[src/rtl/fifo_operand_loader.sv]
// Drains the byte FIFO into two OP_WIDTH-bit operands (A then B, LSB byte first)
// and offers the pair to the multiplier core under a valid/ready handshake.
module fifo_operand_loader #(
  parameter int OP_WIDTH = 288
) (
  input  logic                clk,
  input  logic                rst_n,
  input  logic                fifo_empty,
  input  logic [7:0]          fifo_rd_data,
  output logic                fifo_rd_en,
  output logic [OP_WIDTH-1:0] op_a,
  output logic [OP_WIDTH-1:0] op_b,
  output logic                op_valid,
  input  logic                op_ready,
  output logic                busy
);

  localparam int NBYTES = OP_WIDTH / 8;
  localparam int CW     = $clog2(2 * NBYTES + 1);
  localparam logic [CW-1:0] TOTAL = CW'(2 * NBYTES);
  localparam logic [CW-1:0] LAST  = CW'(2 * NBYTES - 1);

  typedef enum logic {LOAD, PRESENT} state_t;

  state_t        state, state_nxt;
  logic [CW-1:0] issue_cnt;
  logic [CW-1:0] cap_cnt;
  logic          rd_pend;
  logic          rd_acc;
  logic          cap_last;
  logic          accept;

  assign rd_acc   = fifo_rd_en;
  assign cap_last = rd_pend && (cap_cnt == LAST);
  assign accept   = (state == PRESENT) && op_valid && op_ready;

  always_ff @(posedge clk or negedge rst_n) begin
    if (!rst_n) state <= LOAD;
    else        state <= state_nxt;
  end

  // rst_n gates the strobe so nothing is popped while the block is held in reset
  always_comb begin
    state_nxt  = state;
    fifo_rd_en = 1'b0;
    busy       = 1'b0;
    case (state)
      LOAD: begin
        fifo_rd_en = rst_n && !fifo_empty && (issue_cnt < TOTAL);
        busy       = (cap_cnt != '0);
        if (cap_last) state_nxt = PRESENT;
      end
      PRESENT: begin
        if (accept) state_nxt = LOAD;
      end
      default: state_nxt = LOAD;
    endcase
  end

  always_ff @(posedge clk or negedge rst_n) begin
    if (!rst_n) begin
      issue_cnt <= '0;
      cap_cnt   <= '0;
      rd_pend   <= 1'b0;
      op_valid  <= 1'b0;
    end else begin
      rd_pend  <= rd_acc;
      op_valid <= (state_nxt == PRESENT);
      if (accept) begin
        issue_cnt <= '0;
        cap_cnt   <= '0;
      end else begin
        if (rd_acc)  issue_cnt <= issue_cnt + 1'b1;
        if (rd_pend) cap_cnt   <= cap_cnt + 1'b1;
      end
    end
  end

  // Byte lanes are not cleared between pairs; every lane is rewritten before op_valid rises.
  always_ff @(posedge clk or negedge rst_n) begin
    if (!rst_n) begin
      op_a <= '0;
      op_b <= '0;
    end else if (rd_pend) begin
      for (int i = 0; i < NBYTES; i++) begin
        if (cap_cnt == CW'(i))          op_a[8*i +: 8] <= fifo_rd_data;
        if (cap_cnt == CW'(NBYTES + i)) op_b[8*i +: 8] <= fifo_rd_data;
      end
    end
  end

endmodule

[config.mk]
export PLATFORM = sky130hd
export DESIGN_NAME = fifo_operand_loader
export DESIGN_NICKNAME = d
export VERILOG_FILES = /design/src/rtl/fifo_operand_loader.sv
export SDC_FILE = /design/constraint.sdc
export NUM_CORES = 1
export LEC_CHECK = 0
export ABC_AREA = 1
export CAP_MARGIN = 15
export CORE_UTILIZATION = 29
export DETAILED_ROUTE_END_ITERATION = 8
export PLACE_DENSITY = 0.59
export SETUP_SLACK_MARGIN = 0.3
export SYNTH_ARGS = -nofsm -noshare
export SYNTH_HDL_FRONTEND = slang
export SYNTH_SLANG_ARGS = --single-unit
[constraint.sdc]
create_clock -name clk -period 1.6 [get_ports clk]
set_input_delay 0.32 -clock clk [delete_from_list [all_inputs] [get_ports clk]]
set_output_delay 0.32 -clock clk [all_outputs]
set_load 0.01 [all_outputs]
Word level (Yosys, flattened, before mapping):

Cells that the tools add are included.

* order comparisons: 1
* reductions and logical operators: 81
* equality and inequality tests: 71
* $add $sub $neg: 2
* multiplexer cells: 9
* bitwise gates (word level): 1

Operators by type and width (count)
* $eq A7 B6 Y1 const B: 32
* $reduce_and A2 Y1: 72
* $eq A7 B5 Y1 const B: 16
* $eq A7 B4 Y1 const B: 8
* $eq A7 B7 Y1 const B: 8
* $eq A7 B3 Y1 const B: 4
* $mux W7: 4
* $add A7 B1 Y7 const B: 2
* $eq A7 B2 Y1 const B: 2
* $eq A7 B1 Y1 const B: 1
* $logic_not A7 Y1: 1
* $lt A7 B7 Y1 const B: 1
* $reduce_bool A7 Y1: 1
* $logic_and A1 B1 Y1: 4
* $mux W1: 4
* $reduce_bool A2 Y1: 2
* $pmux W1 S2: 1
* $logic_not A1 Y1: 1
* $not A1 Y1: 1

* output and inout bits: 579
* word-level logic and storage cells: 241
* register bits after elaboration: 592
* bits of input ports: 12

Depth between registers and ports, before layout:

Gate-level depths: netlist of the first run.

* depth after elaboration: 6
* gate-level depth with buffers: 9
* depth with buffers taken out: 8

Least setup slack after synthesis of the first run:

No wires, ideal clock.

* path type: register to register
* start: register cap_cnt[0]
* end: register op_a[101]
* arrival: 1599 ps
* cell stages (with the launch flop): 9
* clock period less this slack: 1732 ps
* path buffers: 1
* path slack: -132 ps
* data required time: 1467 ps
* setup time: 133 ps
* cell sequence: dfrtp_1 inv_1 ha_1 inv_1 nor3_1 nand2_1 clkbuf_1 nand2_1 o21ai_0

* cells in the longest elaborated chain, start to end: 2

Ends and longest elaborated chain
* start, declared: line 27 `logic [CW-1:0] cap_cnt;`
* start signal, assigned: line 74 `if (rd_pend) cap_cnt <= cap_cnt + 1'b1;`
* $eq A7 B4 Y1: line 86 `if (cap_cnt == CW'(i)) op_a[8*i +: 8] <= fifo_rd_data;`
* $reduce_and A2 Y1 (no source line)
* end signal, assigned by index: line 86
* end, declared: line 11 `output logic [OP_WIDTH-1:0] op_a,`

No other way between the ends.
A chain may end at the register's enable or synchronous reset.

Worst setup path in the final report of the first run:

* start: register cap_cnt[5]
* end: output busy

* cells in the longest elaborated chain, start to end: 2

Ends and longest elaborated chain
* $reduce_bool A7 Y1: line 50 `busy = (cap_cnt != '0);`
* $mux W1: line 47 `case (state)`
* end, declared: line 15 `output logic busy`

No other way between the ends.

==> key figures, run 1 <==
CTS
  • Clk root buf: clkbuf_16
  • H-tree Lvls: 3
  • Worst-Skew Late Latency: 0.60 ns
  • Clock Tree Buf Depth: 3
  • Clock sinks: 592
  • CTS Buf Count: 67
  • Clock slew at reported path FFs: 0.06 ns
  • CTS tree: done

Worst setup path
  • WP data required: 1.28 ns
  • Startpoint Class: register
  • Max Fanout on Critical Path: 2
  • Crit path DAT: 1.48 ns
  • Crit end category: output pin
  • Kind of critical path: register to output pin

Yosys
  • Most common cell in the netlist: nand2_1
  • Net Count, Synth: 2,391
  • Cell taking the most area after synthesis: dfrtp_1
  • Ys async rst share: 1.00
  • Number of synthesized flops with an enable pin: 0
  • Most used flip-flop cell after synthesis: dfrtp_1
  • Synth top cells by count: nand2_1 (1,129), dfrtp_1 (592), o21ai_0 (389)
  • Synth area leaders: dfrtp_1 (67%), nand2_1 (19%), o21ai_0 (8.8%)
  • Synth Area per Inst: 9.35 um^2
  • Top-area cell type share of the netlist area: 0.667
  • YS warnings: 0
  • Number of synthesized register bits: 592
  • Netlist cell types: 20
  • Post-Synthesis Cells: about 2,400
  • Register area share after synthesis: 0.667
  • Post-synthesis cell area: 22,200 um^2

Floorplanning
  • Cell Rows: 101
  • Core Area: 75,800 um^2
  • Die Width: around 280 um
  • Initial Utilization: 0.293
  • DIE HEIGHT: 279 um
  • Io pins: 591
  • Die area: 77,700 um^2

Timing
  • Slew @ Worst Pin: 0.509 ns
  • Fin worst setup slack: -0.199 ns
  • Clk_skew: 0.0337 ns
  • Final setup fails: 471
  • Period Utilization, post-route: 1.12
  • Hold Violations, Final: 0
  • Pins Over Slew Limit: 0
  • F_max: about 560 MHz
  • Crit path time final: 1.80 ns
  • Slew HR: 0.660
  • RSZ-0062 raised after global routing: true

Global routing
  • Initial antenna violation count: 4
  • Total gr overflow: 0
  • First-pass GRT wire length: 125,000 um
  • Largest net degree at the start of global routing: 79
  • Total global-route track usage: 0.215
  • Vias in the first global route: between 15,000 and 20,000

Run
  • Max_cap viols: 0

Power
  • VDD IR max: 1060 uV
  • Power Total: between 0.04 and 0.05 W
  • Pwr/cell area: 1160 nW/um^2
  • Leakage: around 16 nW

Placed design
  • Placed Cells: 3,964
  • Port bufs: 590
  • Gp weighted congestion: 0.796
  • DP HPWL: 55,100 um
  • DP Worst Slack: -0.348 ns

Routing
  • Via Count: 19,749
  • 1st-iter DRT viols: 1,201
  • Post-route DRC: 0
  • Avg WL per Cell: 20.2 um
  • Vias per cell: 4.59
  • DRT Wirelength: 87,200 um
  • Post-route ant nets: 0
  • DR pass1 iterations: 6

Run status
  • Failing checks: setup timing
  • Status: finished with violations

Finish
  • # fillers: roughly 7,100
  • Share of cells above drive strength 1: 0.422
  • Area Overhead vs Synth: 60.5%
  • Fin cells: 4,306
  • # nets final: between 3,000 and 4,000
  • Post-layout util: 0.470

Hold path
  • Hold WC Path Type: input port to register
-- final cells by class --
type	instances	area, um^2	area share
clock inverter	20	226	0.00636
clock buffer	94	1950	0.0548
antenna	1	2.50	0.0000702
inverter	45	236	0.00664
sequential	592	14800	0.416
multi-input combinational	1634	8910	0.250
tap	978	1220	0.0344
timing repair buffer	942	8250	0.232
-- flip-flops by register name, summed over array words and instances (netlist names) --
signal,cells
op_a,288
cap_cnt,7
issue_cnt,7
op_valid,1
op_b,288
rd_pend,1
-- cells by family (layout without fill, tap and decap cells) --
group / count (synthesis) / count (layout) / share of synthesized area
simple gates: 1216 / 1234 / 0.211
flops: 592 / 592 / 0.667
compound gates: 394 / 394 / 0.0889
buf+inv: 166 / 1101 / 0.0293
fa+ha+maj: 5 / 5 / 0.00282
xor+xnor: 1 / 1 / 0.000395
other cells: 0 / 1 / 0
-- metal layers --
metal  share of wire  track usage  up-vias
li1                -            -     9396
met1            0.42        0.276     9603
met2            0.48        0.344      629
met3           0.075       0.0642      119
met4           0.027       0.0706        2
met5         0.00015            0        -
-- critical path, stage by stage, from the launching register on --
cell and delay, ns:
dfrtp_2 0.42, nor2_4 0.14, nand2_4 0.07, inv_4 0.07, a31oi_4 0.07, buf_6 0.14
-- placed cells by master, fill, tap and decap left out, types with 46 or more instances in the layout --
master and count:
dfrtp_1 586, buf_12 76, o21ai_2 46, o21ai_0 264, nand2_8 49, nand2_4 59, buf_2 381, o21ai_1 79
buf_6 238, clkbuf_16 79, nand2_2 116, buf_4 224, nand2_1 923
-- stage by stage --
step	TNS, ns	area, um^2	hold slack, ns
after detailed placement	-31.04	31000	0.457
final	-35.65	35600	0.216
after global placement	-27.09	31000	0.452
after floorplan	0	22900	0.0244
after global routing	-81.88	35600	0.201
after CTS	-46.53	33400	0.168
-- timing repair --
item,4_1_cts,5_1_grt
pin swaps,22,104
hold buffers,1,0
buffers inserted,156,42
endpoints found under the hold margin,73,0
endpoints found under the setup margin,1165,1328
gates cloned,6,22
resized for setup,2741,458
-- power breakdown --
group / switching (W) / internal [W] / total [W]
sequential: 0.00117 / 0.0166 / 0.0178
combinational: 0.00446 / 0.00366 / 0.00812
clock: 0.00632 / 0.00902 / 0.0153
-- path summary, 6_finish.rpt --
path                       slack [ns]                    from  depth (start not counted)                     to
setup / recovery                -0.20  cap_cnt[5]$_DFFE_PN0P_                          5                   busy
hold / removal                   0.22         fifo_rd_data[7]                          4  op_a[183]$_DFFE_PN0P_
setup reg to reg                -0.20  cap_cnt[0]$_DFFE_PN0P_                         11  op_a[241]$_DFFE_PN0P_
hold reg to reg                  0.47   op_a[176]$_DFFE_PN0P_                          2  op_a[176]$_DFFE_PN0P_
max in group asynchronous        0.29                   rst_n                          5   op_a[43]$_DFFE_PN0P_
min in group asynchronous        0.49                   rst_n                          4  op_b[281]$_DFFE_PN0P_
Note: power is estimated with default switching activity, not from simulation.
==> inputs of run 2 (changes only) <==
- PLACE_DENSITY: 0.59 -> unset
- SLEW_MARGIN: unset -> 10
==> key figures, run 2 (synthesis results as in run 1) <==
Run status
  • Status: finished with violations (unchanged)
  • Failing checks: setup timing (unchanged)

Placed design
  • Cell Area, Placed: 31,000 um^2 (about the same)
  • Gp weighted congestion: 0.813 (was 0.796)
  • DP HPWL: 54,200 um (was 55,100 um)
  • Port bufs: 590 (unchanged)

Worst setup path
  • Cell family with most CP delay: simple AND/OR/NAND/NOR gates (was flip-flops)
  • Kind of critical path: register to register (was register to output pin)
  • Startpoint Class: register (unchanged)
  • Max Fanout on Critical Path: 18 (was 2)
  • Crit end category: register (was output pin)
  • Slowest stage delay, CP: 0.43 ns (was 0.42 ns)
  • Crit path DAT: 2.31 ns (was 1.48 ns)
  • CP bufs+invs: 2 (unchanged)
  • WP data required: 2.06 ns (was 1.28 ns)
  • CP max-delay cell: dfrtp_2 (unchanged)
  • Crit path cell chain: nor2_4 -> nand2_4 -> inv_4 -> buf_8 -> nand2_2 -> nand2_1 -> o21ai_0 (was nor2_4 -> nand2_4 -> inv_4 -> a31oi_4 -> buf_6)

Routing
  • Avg WL per Cell: 19.8 um (was 20.2 um)
  • Post-route ant nets: 0 (unchanged)
  • 1st-iter DRT viols: 1,194 (was 1,201)
  • DRT Wirelength: 85,000 um (was 87,200 um)
  • DR pass1 iterations: 5 (was 6)
  • Post-route DRC: 0 (unchanged)
  • Vias per cell: 4.56 (was 4.59)
  • Via Count: 19,562 (was 19,749)

Timing
  • Fin worst setup slack: -0.245 ns (was -0.199 ns)
  • F_max: 542 MHz (was 556 MHz)
  • Final setup fails: 361 (was 471)
  • Pins Over Slew Limit: 0 (unchanged)
  • WHS: 0.0634 ns (was 0.216 ns)
  • Slew HR: 0.639 (was 0.660)
  • Clk_skew: 0.0201 ns (was 0.0337 ns)
  • Slew @ Worst Pin: 0.541 ns (was 0.509 ns)
  • Hold Violations, Final: 0 (unchanged)
  • Crit path time final: 1.85 ns (was 1.80 ns)
  • RSZ-0062 raised after global routing: true (unchanged)
  • Period Utilization, post-route: 1.15 (was 1.12)

Global routing
  • Largest net degree at the start of global routing: 87 (was 79)
  • Initial antenna violation count: 2 (was 4)
  • First-pass GRT wire length: 124,000 um (was 125,000 um)
  • Total global-route track usage: 0.210 (was 0.215)
  • Vias in the first global route: 19,027 (was 19,173)
  • Total gr overflow: 0 (unchanged)

Finish
  • Area Overhead vs Synth: 57.2% (was 60.5%)
  • # nets final: 3,277 (was 3,299)
  • Share of cells above drive strength 1: 0.396 (was 0.422)
  • Commonest cells after routing, fill and taps aside: nand2_1 (974), dfrtp_1 (586), buf_2 (363) (was nand2_1 (923), dfrtp_1 (586), buf_2 (381))
  • Biggest regs: op_a: 288 flops, op_b: 288 flops (unchanged)
  • Commonest non-fill, non-tap cell in the layout: nand2_1 (unchanged)
  • ANT cells: 0 (was 1)
  • Fin area: 34,900 um^2 (was 35,600 um^2)

Power
  • Pwr/cell area: 1200 nW/um^2 (was 1160 nW/um^2)
  • Leakage: 15.9 nW (was 16.0 nW)
  • VDD IR max: 1050 uV (was 1060 uV)

CTS
  • Clock sinks: 592 (unchanged)
  • Clk root buf: clkbuf_16 (unchanged)
  • Worst-Skew Late Latency: 0.60 ns (about the same)
  • Clock slew at reported path FFs: 0.07 ns (was 0.06 ns)
  • H-tree Lvls: 3 (unchanged)
  • CTS Buf Count: 69 (was 67)
  • CTS tree: done (unchanged)
  • Clock Tree Buf Depth: 3 (unchanged)

Floorplanning
  • DIE HEIGHT: 279 um (unchanged)
  • Initial Utilization: 0.293 (unchanged)
  • Die area: 77,700 um^2 (unchanged)
  • Core Area: 75,800 um^2 (unchanged)
  • Cell Rows: 101 (unchanged)
  • Die Width: 279 um (unchanged)
  • Io pins: 591 (unchanged)

Hold path
  • Hold WC Path Type: input port to register (unchanged)

Run
  • Max_cap viols: 0 (unchanged)
-- run 2: changes by cell type in the layout (fill, tap and decap cells not counted), sizes merged, moves of 2 or more --
cell	delta
buf	-9
clkinv	-2
nand2	-8
inv	+5
clkinvlp	-2
-- run 2: area by class of cell --
cell class	instances	area, um^2
Inverter	45	205
Fill cell	7301	40900
Clock inverter	22	303
Sequential cell	592	14800
Clock buffer	100	1950
Timing Repair Buffer	926	7990
Tap cell	978	1220
Multi-Input combinational cell	1626	8390
-- run 2: power breakdown --
group	internal, W	total (W)	leakage (nW)	switching [W]
clock network	0.00925	0.0158	1.10	0.00657
logic	0.00373	0.00814	9.34	0.00441
registers	0.0166	0.0178	5.44	0.00117
total	0.0296	0.0418	15.9	0.0122
-- run 2: worst paths after layout --
kind,to,slack [ns],cells past startpoint,from
setup / recovery,op_a[105]$_DFFE_PN0P_,-0.25,7,cap_cnt[5]$_DFFE_PN0P_
hold / removal,op_b[238]$_DFFE_PN0P_,0.06,3,fifo_rd_data[6]
setup reg to reg,op_a[105]$_DFFE_PN0P_,-0.25,7,cap_cnt[5]$_DFFE_PN0P_
hold reg to reg,op_b[171]$_DFFE_PN0P_,0.46,2,op_b[171]$_DFFE_PN0P_
max in group asynchronous,op_b[31]$_DFFE_PN0P_,0.23,5,rst_n
min in group asynchronous,op_a[55]$_DFFE_PN0P_,0.46,4,rst_n
-- run 2: layer usage --
layer  part of all wire  GRT usage
met3              0.079     0.0630
met2               0.48      0.344
met5                  0          0
met4              0.021     0.0614
met1               0.42      0.269
-- run 2: worst register-to-register path: cells and delay by family, from the launching register on --
kind            cells  cell delay (ns)
simple gates        4             0.72
compound gates      1             0.11
flops               1             0.43
buf+inv             2             0.45
-- run 2: stage by stage --
stage	setup slack [ns]	instances	util	power [W]	setup TNS, ns
after floorplan	0.0586	2374	-	0.0207	0
after global placement	-0.348	3965	0.409	0.0258	-31.24
after detailed placement	-0.341	3965	0.409	0.0260	-39.13
after CTS	-0.294	4238	0.439	0.0416	-40.86
after global routing	-0.332	4289	0.460	0.0436	-67.16
final	-0.245	4289	0.460	0.0418	-17.33
-- run 2: repair_timing --
action / CTS / global route
hold buffers: 1 / 0
pin swaps: 27 / 89
cloned: 4 / 12
endpoints found under the hold margin: 87 / 0
endpoints found under the setup margin: 1162 / 1370
setup buffers: 146 / 39
resized for setup: 2769 / 341
==> inputs of run 3 (changes only) <==
- clock period: 1.6 -> 1.57 ns (I/O delays scaled with it)
==> key figures, run 3 (synthesis results as in run 1) <==
Worst setup path
  • Startpoint Class: register (unchanged)
  • CP max-delay cell: clkbuf_8 (was dfrtp_2)
  • WP data required: 2.03 ns (was 2.06 ns)
  • Slowest stage delay, CP: 0.43 ns (about the same)
  • Crit end category: register (unchanged)
  • CP bufs+invs: 2 (unchanged)
  • Crit path DAT: 2.30 ns (was 2.31 ns)
  • Crit path cell chain: nor2_4 -> nand2_4 -> inv_4 -> clkbuf_8 -> nand2_2 -> nand2_1 -> o21ai_0 (was nor2_4 -> nand2_4 -> inv_4 -> buf_8 -> nand2_2 -> nand2_1 -> o21ai_0)
  • Cell family with most CP delay: simple AND/OR/NAND/NOR gates (unchanged)
  • Max Fanout on Critical Path: 18 (unchanged)
  • Reg2reg path depth: 7 (unchanged)
  • Kind of critical path: register to register (unchanged)
  • RR Endpoint: op_a[3]$_DFFE_PN0P_ (was op_a[105]$_DFFE_PN0P_)
  • Worst R2R Start: cap_cnt[5]$_DFFE_PN0P_ (unchanged)
  • Crit path from: cap_cnt[5]$_DFFE_PN0P_ (unchanged)
  • Internal reg-to-reg setup slack: -0.27 ns (was -0.25 ns)

Timing
  • Crit path time final: 1.84 ns (was 1.85 ns)
  • Period Utilization, post-route: 1.17 (was 1.15)
  • Fin worst setup slack: -0.267 ns (was -0.245 ns)
  • Slew HR: 0.541 (was 0.639)
  • WHS: -0.170 ns (was 0.0634 ns)
  • Clk_skew: 0.0177 ns (was 0.0201 ns)
  • Hold Violations, Final: 70 (was 0)
  • RSZ-0062 raised after global routing: true (unchanged)
  • Slew @ Worst Pin: 0.688 ns (was 0.541 ns)
  • Pins Over Slew Limit: 0 (unchanged)
  • F_max: 544 MHz (was 542 MHz)
  • Final setup fails: 475 (was 361)

Hold path
  • Hold WC Path Type: input port to async pin (was input port to register)

Floorplanning
  • Die area: 77,700 um^2 (unchanged)
  • DIE HEIGHT: 279 um (unchanged)
  • Die Width: 279 um (unchanged)
  • Io pins: 591 (unchanged)
  • Cell Rows: 101 (unchanged)
  • Core Area: 75,800 um^2 (unchanged)
  • Initial Utilization: 0.293 (unchanged)

CTS
  • H-tree Lvls: 3 (unchanged)
  • Clock sinks: 592 (unchanged)
  • Cts hold-fix bufs: 1 (unchanged)
  • CTS Buf Count: 66 (was 69)
  • CTS tree: done (unchanged)
  • Clk root buf: clkbuf_16 (unchanged)
  • Worst-Skew Late Latency: 0.60 ns (about the same)
  • Clock Tree Buf Depth: 3 (unchanged)
  • Clock slew at reported path FFs: 0.07 ns (about the same)

Finish
  • Biggest regs: op_a: 288 flops, op_b: 288 flops (unchanged)
  • ANT cells: 0 (unchanged)
  • Commonest cells after routing, fill and taps aside: nand2_1 (1,034), dfrtp_1 (586), buf_2 (362) (was nand2_1 (974), dfrtp_1 (586), buf_2 (363))
  • Area Overhead vs Synth: 53.2% (was 57.2%)
  • Commonest non-fill, non-tap cell in the layout: nand2_1 (unchanged)
  • Share of cells above drive strength 1: 0.371 (was 0.396)
  • Fin cells: 4,267 (was 4,289)
  • # nets final: 3,256 (was 3,277)

Routing
  • Avg WL per Cell: 19.8 um (about the same)
  • Via Count: 19,445 (was 19,562)
  • DRT Wirelength: 84,300 um (was 85,000 um)
  • 1st-iter DRT viols: 1,371 (was 1,194)
  • Post-route DRC: 0 (unchanged)
  • DR pass1 iterations: 5 (unchanged)
  • Vias per cell: 4.56 (about the same)
  • Post-route ant nets: 0 (unchanged)

Power
  • Clock power frac: 0.387 (was 0.379)
  • Internal power: 0.0302 W (was 0.0296 W)
  • P_sw: 0.0123 W (was 0.0122 W)
  • VDD IR max: 976 uV (was 1050 uV)
  • Combinational power share: 0.187 (was 0.195)
  • Sw Share: 0.289 (was 0.291)
  • Pwr/cell area: 1250 nW/um^2 (was 1200 nW/um^2)
  • Sequential Power Share: 0.426 (about the same)
  • Leakage: 15.7 nW (was 15.9 nW)

Global routing
  • Initial antenna violation count: 0 (was 2)
  • Largest net degree at the start of global routing: 96 (was 87)
  • Total global-route track usage: 0.212 (was 0.210)
  • Vias in the first global route: 19,104 (was 19,027)
  • Total gr overflow: 0 (unchanged)
  • First-pass GRT wire length: 124,000 um (about the same)

Placed design
  • DP HPWL: 53,900 um (was 54,200 um)
  • Placed Cells: 3,971 (was 3,965)
  • Gp weighted congestion: 0.817 (was 0.813)
  • Port bufs: 590 (unchanged)

Run
  • Max_cap viols: 0 (unchanged)

Run status
  • Failing checks: hold timing, setup timing (was setup timing)
  • Status: finished with violations (unchanged)
[run 3: cell count changes in the layout (fill, tap and decap cells not counted), moves of 12 or more]
cell | before | now
buf_4 | 223 | 241
buf_6 | 254 | 239
clkbuf_1 | 21 | 8
nand2_1 | 974 | 1034
nand2_2 | 88 | 52
nand2_4 | 39 | 27
o21ai_0 | 280 | 303
o21ai_2 | 36 | 13
[run 3: routing by layer]
metal	up-vias	GRT usage	share of wire
li1	9270	-	-
met4	0	0.0648	0.023
met5	-	0	0
met2	657	0.346	0.47
met3	112	0.0598	0.077
met1	9406	0.273	0.43
[run 3: power by group through the flow]
stage	Combinational, W	Clock, W	Sequential (W)
2_1_floorplan	0.00221	0	0.0189
5_1_grt	0.00866	0.0174	0.0183
3_3_place_gp	0.00809	0	0.0182
6_report	0.00793	0.0165	0.0181
3_5_place_dp	0.00817	0	0.0183
4_1_cts	0.00778	0.0168	0.0181
[run 3: through the flow]
step	instance area, um^2	setup slack [ns]	TNS [ns]	util	power, W
after floorplan	22900	0.0286	0	-	0.0211
after global placement	31000	-0.422	-42.86	0.408	0.0263
after detailed placement	31000	-0.370	-49.11	0.408	0.0264
after CTS	33400	-0.311	-54.46	0.441	0.0427
after global routing	34000	-0.347	-84.42	0.449	0.0444
final	34000	-0.267	-32.44	0.449	0.0425
[run 3: worst min-delay path, cell delays in order]
cell and delay, ns:
buf_8 0.10, buf_4 0.12, buf_12 0.30
[run 3: worst max path at each step]
stage,to,slack (ns),cells after the start
2_1_floorplan,op_a[237]$_DFFE_PN0P_,0.03,6
3_3_place_gp,fifo_rd_en,-0.42,5
3_5_place_dp,fifo_rd_en,-0.37,5
4_1_cts,busy,-0.31,5
5_1_grt,busy,-0.35,5
6_report,op_a[3]$_DFFE_PN0P_,-0.27,7
[run 3: layout make-up]
class	instances	area (um^2)
Timing Repair Buffer	907	7560
Sequential cell	592	14800
Clock inverter	26	372
Multi-Input combinational cell	1627	7910
Inverter	45	188
Clock buffer	92	1940
Tap cell	978	1220
Fill cell	7334	41800
[run 3: what timing repair did]
action,CTS,global route
endpoints found under the hold margin,76,70
gates resized for setup,2788,112
pin swaps,38,40
setup buffers,148,18
gates cloned,7,4
setup endpoints to repair,1165,1170
